[src/rtl/ripple_count_sampler_if.sv]
// Valid/ready output channel of the ripple counter sampler.
// Carries {wrap_cnt, stable} words to the downstream consumer.
interface ripple_count_sampler_if #(
    parameter int WIDTH = 4,
    parameter int EXT   = 4
);
    logic                 out_valid;
    logic                 out_ready;
    logic [EXT+WIDTH-1:0] out_data;

    modport master (
        output out_valid,
        output out_data,
        input  out_ready
    );

    modport slave (
        input  out_valid,
        input  out_data,
        output out_ready
    );
endinterface

[src/rtl/ripple_count_sampler.sv]
// Samples an asynchronous ripple counter into the clk domain, filters
// ripple glitches, extends the count with a wrap counter and streams it.
module ripple_count_sampler #(
    parameter int WIDTH = 4,
    parameter int EXT   = 4
) (
    input  logic                   clk,
    input  logic                   reset,
    input  logic [WIDTH-1:0]       cnt_in,
    input  logic                   clr_ovf,
    output logic                   ovf,
    ripple_count_sampler_if.master out_if
);
    localparam int DW = EXT + WIDTH;

    typedef enum logic {
        IDLE,
        HOLD
    } state_t;

    state_t           state_q;
    state_t           state_d;
    logic [WIDTH-1:0] s1_q;
    logic [WIDTH-1:0] s2_q;
    logic [WIDTH-1:0] s3_q;
    logic [WIDTH-1:0] stable_q;
    logic [WIDTH-1:0] stable_d;
    logic [EXT-1:0]   wrap_q;
    logic [EXT-1:0]   wrap_d;
    logic [EXT-1:0]   wrap_next;
    logic [DW-1:0]    data_q;
    logic [DW-1:0]    data_d;
    logic             ovf_q;
    logic             ovf_d;
    logic             evt;
    logic             wrapped;
    logic             load;
    logic             drop;

    // A code must be seen on two consecutive cycles before it counts.
    always_comb begin
        evt       = (s2_q == s3_q) && (s2_q != stable_q);
        wrapped   = s2_q < stable_q;
        wrap_next = wrap_q + EXT'(wrapped);
        stable_d  = evt ? s2_q : stable_q;
        wrap_d    = evt ? wrap_next : wrap_q;
        load      = evt && ((state_q == IDLE) || out_if.out_ready);
        drop      = evt && (state_q == HOLD) && !out_if.out_ready;
        data_d    = load ? {wrap_next, s2_q} : data_q;
        ovf_d     = ovf_q;
        if (drop) begin
            ovf_d = 1'b1;
        end else if (clr_ovf) begin
            ovf_d = 1'b0;
        end
    end

    always_comb begin
        state_d = state_q;
        unique case (state_q)
            IDLE: if (evt) state_d = HOLD;
            HOLD: if (!evt && out_if.out_ready) state_d = IDLE;
            default: state_d = IDLE;
        endcase
    end

    always_comb begin
        out_if.out_valid = (state_q == HOLD);
        out_if.out_data  = data_q;
        ovf              = ovf_q;
    end

    always_ff @(posedge clk or negedge reset) begin
        if (!reset) begin
            s1_q     <= '0;
            s2_q     <= '0;
            s3_q     <= '0;
            stable_q <= '0;
            wrap_q   <= '0;
            data_q   <= '0;
            ovf_q    <= 1'b0;
            state_q  <= IDLE;
        end else begin
            s1_q     <= cnt_in;
            s2_q     <= s1_q;
            s3_q     <= s2_q;
            stable_q <= stable_d;
            wrap_q   <= wrap_d;
            data_q   <= data_d;
            ovf_q    <= ovf_d;
            state_q  <= state_d;
        end
    end
endmodule

[src/flat_wrapper.sv]
// flat-port wrapper written by rule: the top's interface ports become plain ports
module ripple_count_sampler_flat 
#(
    parameter int WIDTH = 4,
    parameter int EXT   = 4
)
  (clk, reset, cnt_in, clr_ovf, ovf, out_if_out_valid, out_if_out_data, out_if_out_ready);
  ripple_count_sampler_if #(.WIDTH(WIDTH), .EXT(EXT)) out_if_i ();
  input  logic clk;
  input  logic reset;
  input  logic [WIDTH-1:0] cnt_in;
  input  logic clr_ovf;
  output logic ovf;
  output wire logic [$bits(out_if_i.out_valid)-1:0] out_if_out_valid;
  output wire logic [$bits(out_if_i.out_data)-1:0] out_if_out_data;
  input wire logic [$bits(out_if_i.out_ready)-1:0] out_if_out_ready;
  assign out_if_out_valid = out_if_i.out_valid;
  assign out_if_out_data = out_if_i.out_data;
  assign out_if_i.out_ready = out_if_out_ready;
  ripple_count_sampler #(.WIDTH(WIDTH), .EXT(EXT)) u_core (.clk(clk), .reset(reset), .cnt_in(cnt_in), .clr_ovf(clr_ovf), .ovf(ovf), .out_if(out_if_i));
endmodule
[config.mk]
export PLATFORM = sky130hd
export DESIGN_NAME = ripple_count_sampler_flat
export DESIGN_NICKNAME = d
export VERILOG_FILES = /design/src/rtl/ripple_count_sampler_if.sv /design/src/rtl/ripple_count_sampler.sv /design/src/flat_wrapper.sv
export SDC_FILE = /design/constraint.sdc
export NUM_CORES = 1
export LEC_CHECK = 0
export CORE_ASPECT_RATIO = 0.9
export CORE_MARGIN = 5
export CORE_UTILIZATION = 50
export CTS_BUF_LIST = sky130_fd_sc_hd__clkbuf_4 sky130_fd_sc_hd__clkbuf_8
export DETAILED_ROUTE_END_ITERATION = 16
export PLACE_DENSITY = 0.74
export SLEW_MARGIN = 20
export SYNTH_ARGS = -nofsm -noshare
export SYNTH_HDL_FRONTEND = slang
export SYNTH_SLANG_ARGS = --single-unit
[constraint.sdc]
create_clock -name clk -period 2.5 [get_ports clk]
set_input_delay 0.375 -clock clk [delete_from_list [all_inputs] [get_ports clk]]
set_output_delay 0.375 -clock clk [all_outputs]
set_load 0.05 [all_outputs]
==> results of run 1 <==
## state kept, by name (all words and copies together), names as in the netlist
name and flops:
u_core.wrap_q 4, u_core.out_if.out_valid 1, u_core.out_if.out_data 8, u_core.stable_q 4, u_core.ovf 1, u_core.s2_q 4
u_core.s1_q 4, u_core.s3_q 4
## through the flow
step | power, mW | setup slack (ns) | hold slack, ns | instances
after floorplan | 1.074 | 0.5181 | 0.07941 | 88
after global placement | 1.242 | 0.4519 | 0.3320 | 133
after detailed placement | 1.256 | 0.3802 | 0.3371 | 133
after CTS | 1.535 | 0.3637 | 0.3540 | 140
after global routing | 1.623 | 0.2531 | 0.3699 | 140
final | 1.515 | 0.3584 | 0.3470 | 140
## cell type report
| class | instances | area [um2] | area share |
|---|---|---|---|
| clock buffers | 7 | 52.55 | 0.03443 |
| inverters | 6 | 22.52 | 0.01475 |
| multi-input cells | 51 | 488.0 | 0.3197 |
| flip-flops and latches | 30 | 750.7 | 0.4918 |
| well taps | 28 | 35.03 | 0.02295 |
| repair buffers | 18 | 177.7 | 0.1164 |
## per-layer routing
| metal | GRT usage | share of wire | wire (um) |
|---|---|---|---|
| met1 | 0.1648 | 0.45 | 855 |
| met5 | 0 | 0 | 0 |
| met3 | 0.06977 | 0.078 | 149 |
| met4 | 0.05455 | 0.023 | 44 |
| met2 | 0.1933 | 0.45 | 868 |
## cells in the final DEF (no fill, tap or decap), drive strengths merged
master         synthesis  layout
dfrtp                 30      30
clkdlybuf4s50          0      17
mux2                  11      11
nor2b                  8       8
clkbuf                 0       7
ha                     6       6
inv                    6       6
o21ai                  5       5
nand2                  4       4
nand4                  3       3
xnor2                  3       3
nand2b                 2       2
nor4                   2       2
a21oi                  1       1
and2b                  1       1
o32ai                  1       1
nand3                  1       1
xor2                   1       1
or3                    1       1
nor2                   1       1
buf                    1       1
## cells by family (layout without fill, tap and decap cells)
group                      count (synthesis)  in the layout  share of synthesized area
xor gates and xnor gates                   4              4                    0.03354
DFF                                       30             30                     0.5917
buffers and inverters                      7             31                    0.02367
AOI/OAI and AO/OA                          7              7                    0.03057
adders and majority gates                  6              6                    0.05917
and+or+nand+nor                           23             23                     0.1519
muxes                                     11             11                     0.1095
## power groups by stage
stage          Sequential [mW]  Combinational [mW]  Clock, mW
2_1_floorplan            0.844               0.230          0
3_3_place_gp             0.667               0.575          0
3_5_place_dp             0.671               0.585          0
4_1_cts                  0.661               0.588      0.286
5_1_grt                  0.678               0.632      0.313
6_report                 0.659               0.579      0.277
## final timing paths
path	cells after the start	slack, ns	from	endpoint
worst max-delay path	9	0.36	u_core.s2_q[1]$_DFF_PN0_	u_core.wrap_q[3]$_DFFE_PN0P_
worst min-delay path	0	0.35	u_core.s1_q[1]$_DFF_PN0_	u_core.s2_q[1]$_DFF_PN0_
worst max register to register	9	0.36	u_core.s2_q[1]$_DFF_PN0_	u_core.wrap_q[3]$_DFFE_PN0P_
worst min register to register	0	0.35	u_core.s1_q[1]$_DFF_PN0_	u_core.s2_q[1]$_DFF_PN0_
max in group asynchronous	2	1.79	reset	u_core.s3_q[2]$_DFF_PN0_
min in group asynchronous	2	0.42	reset	u_core.out_if.out_data[3]$_DFFE_PN0P_
## worst register-to-register path: stages (launching register included)
cell and delay, ns:
dfrtp_1 0.45, ha_1 0.31, nor2b_1 0.13, o21ai_0 0.15
nand2b_1 0.07, a21oi_1 0.15, ha_1 0.19, nand3_1 0.10
or3_4 0.35, xnor2_2 0.13
==> summary.txt, run 1 <==
Finish
  – Synth-to-layout area growth: 20.32%
  – Fillers: 183
  – Final net count: about 130
  – Design area: 0.001526 mm2
  – Antenna diodes: 0
  – Final Core Density: 0.6240
  – Layout cells sized above 1: 0.2411

Routing
  – Residual DRC: 0
  – Via/cell ratio: between 5 and 6
  – Antenna Violating Nets Remaining: 0
  – Drt total wl: 1917 um
  – Initial DRC Count: 13
  – Via count: 736
  – Avg WL per Cell: between 10 and 15 um
  – Drt pass-1 iters: 4

Yosys
  – Fraction of registers with async set/reset: 1.000
  – Synth cell types: 26
  – Synth top area share: 0.5917
  – Post-synth EDFFs: 0
  – Most numerous cell in the Yosys netlist: dfrtp_1
  – Seq/Total Area, Yosys: 0.5917
  – Yosys top cell by area: dfrtp_1
  – Prevailing post-synth register cell: dfrtp_1
  – Cell Area, Synth: 0.001269 mm2
  – Top cells by count, synth: dfrtp_1, nor2b_1, ha_1
  – Warnings, synthesis: 0
  – Synth Instances: 88
  – Area contributors post-synth: dfrtp_1, ha_1, mux2_4
  – Synth Register Bits: 30
  – Avg Cell Area, Syn: 14.42 um2
  – Post-Synthesis Net Count: about 100

Critical path
  – Cell family with most CP delay: simple AND/OR/NAND/NOR gates
  – Crit path cell chain: ha_1 -> nor2b_1 -> o21ai_0 -> nand2b_1 -> a21oi_1 -> ha_1 -> nand3_1 -> or3_4 -> xnor2_2
  – CP max-delay cell: dfrtp_1
  – Worst EP required: 2.72 ns
  – Crit start category: flop
  – CP arrival: 2.36 ns
  – Cell mode on critical path: ha_1
  – CP Capture Type: flop
  – CP Max Fanout: 6
  – Worst Path Buf+Inv: 0
  – CP peak stage delay: 0.45 ns
  – Crit Path Category: reg -> reg

Clocking
  – CTS Buf Count: 5
  – CTS clk-pin slew, worst paths: 0.09 ns
  – Post-cts sizing count: 0
  – Clock Root Buffer: clkbuf_4
  – CTS tree: done
  – Clk buf depth: 2
  – CTS sink cnt: 30
  – Hold_buf cts: 0
  – CTS H-tree depth: 2
  – Setup Fix Bufs, Post-CTS: 0
  – Clk_lat worst skew: 0.33 ns

Timing
  – Slew HR: 0.6667
  – Setup violations, final: 0
  – RSZ-0062 raised after global routing: no
  – Crit path time final: 2.142 ns
  – Final Cycle Share: 0.8566
  – Worst-margin pin slew: 0.4984 ns
  – Worst Skew: 0.01176 ns
  – Post-route setup TNS: 0 ns
  – Max Fclk: 466.9 MHz
  – Final Max Slew Viols: 0
  – Final Hold Fails: 0

GRT
  – Vias in the first global route: approximately 760
  – Total GRT Usage: 0.1324
  – Largest net degree at the start of global routing: 31
  – First-pass GRT wire length: 3643 um
  – Initial antenna violation count: 0
  – GRT overflow: 0

Place
  – Area post-placement: 0.001474 mm2
  – HPWL after DPL: 1383 um
  – GP Congestion: 0.6841
  – PortBufs: 17

Pwr
  – Clk pwr share: 0.183
  – Switching share of power: 0.3576
  – PD cells: slightly below 1000 mW/mm2
  – Comb pwr share: 0.382
  – Worst vdd ir: 0.6992 mV
  – Leakage: 0.6860 nW
  – Internal: 0.9732 mW
  – Net Sw Power: between 0.5 and 0.6 mW
  – Seq pwr share: 0.435

Min path
  – Hold Crit Class: reg -> reg

Die
  – DIE HEIGHT: 57.79 um
  – Die X-Extent: between 60 and 70 um
  – # IOs: 18
  – Die area: roughly 0.0036 mm2
  – Std-Cell Rows: 17
  – Initial cell density of the core: 0.5187
  – Placeable core area: ~0.0024 mm2

Run status
  – Status: complete, no violations

Run
  – Max-Cap Viols: 0
Power figures use the tool's default switching activity.
==> run 2: changes to the inputs <==
--- a/config.mk
+++ b/config.mk
@@ -5,6 +5,7 @@
 export SDC_FILE = /design/constraint.sdc
 export NUM_CORES = 1
 export LEC_CHECK = 0
+export ABC_CLOCK_PERIOD_IN_PS = 2500
 export CORE_ASPECT_RATIO = 0.9
 export CORE_MARGIN = 5
 export CORE_UTILIZATION = 50
==> results of run 2 <==
No change in the layout: final DEF, timing and power equal those of run 1.
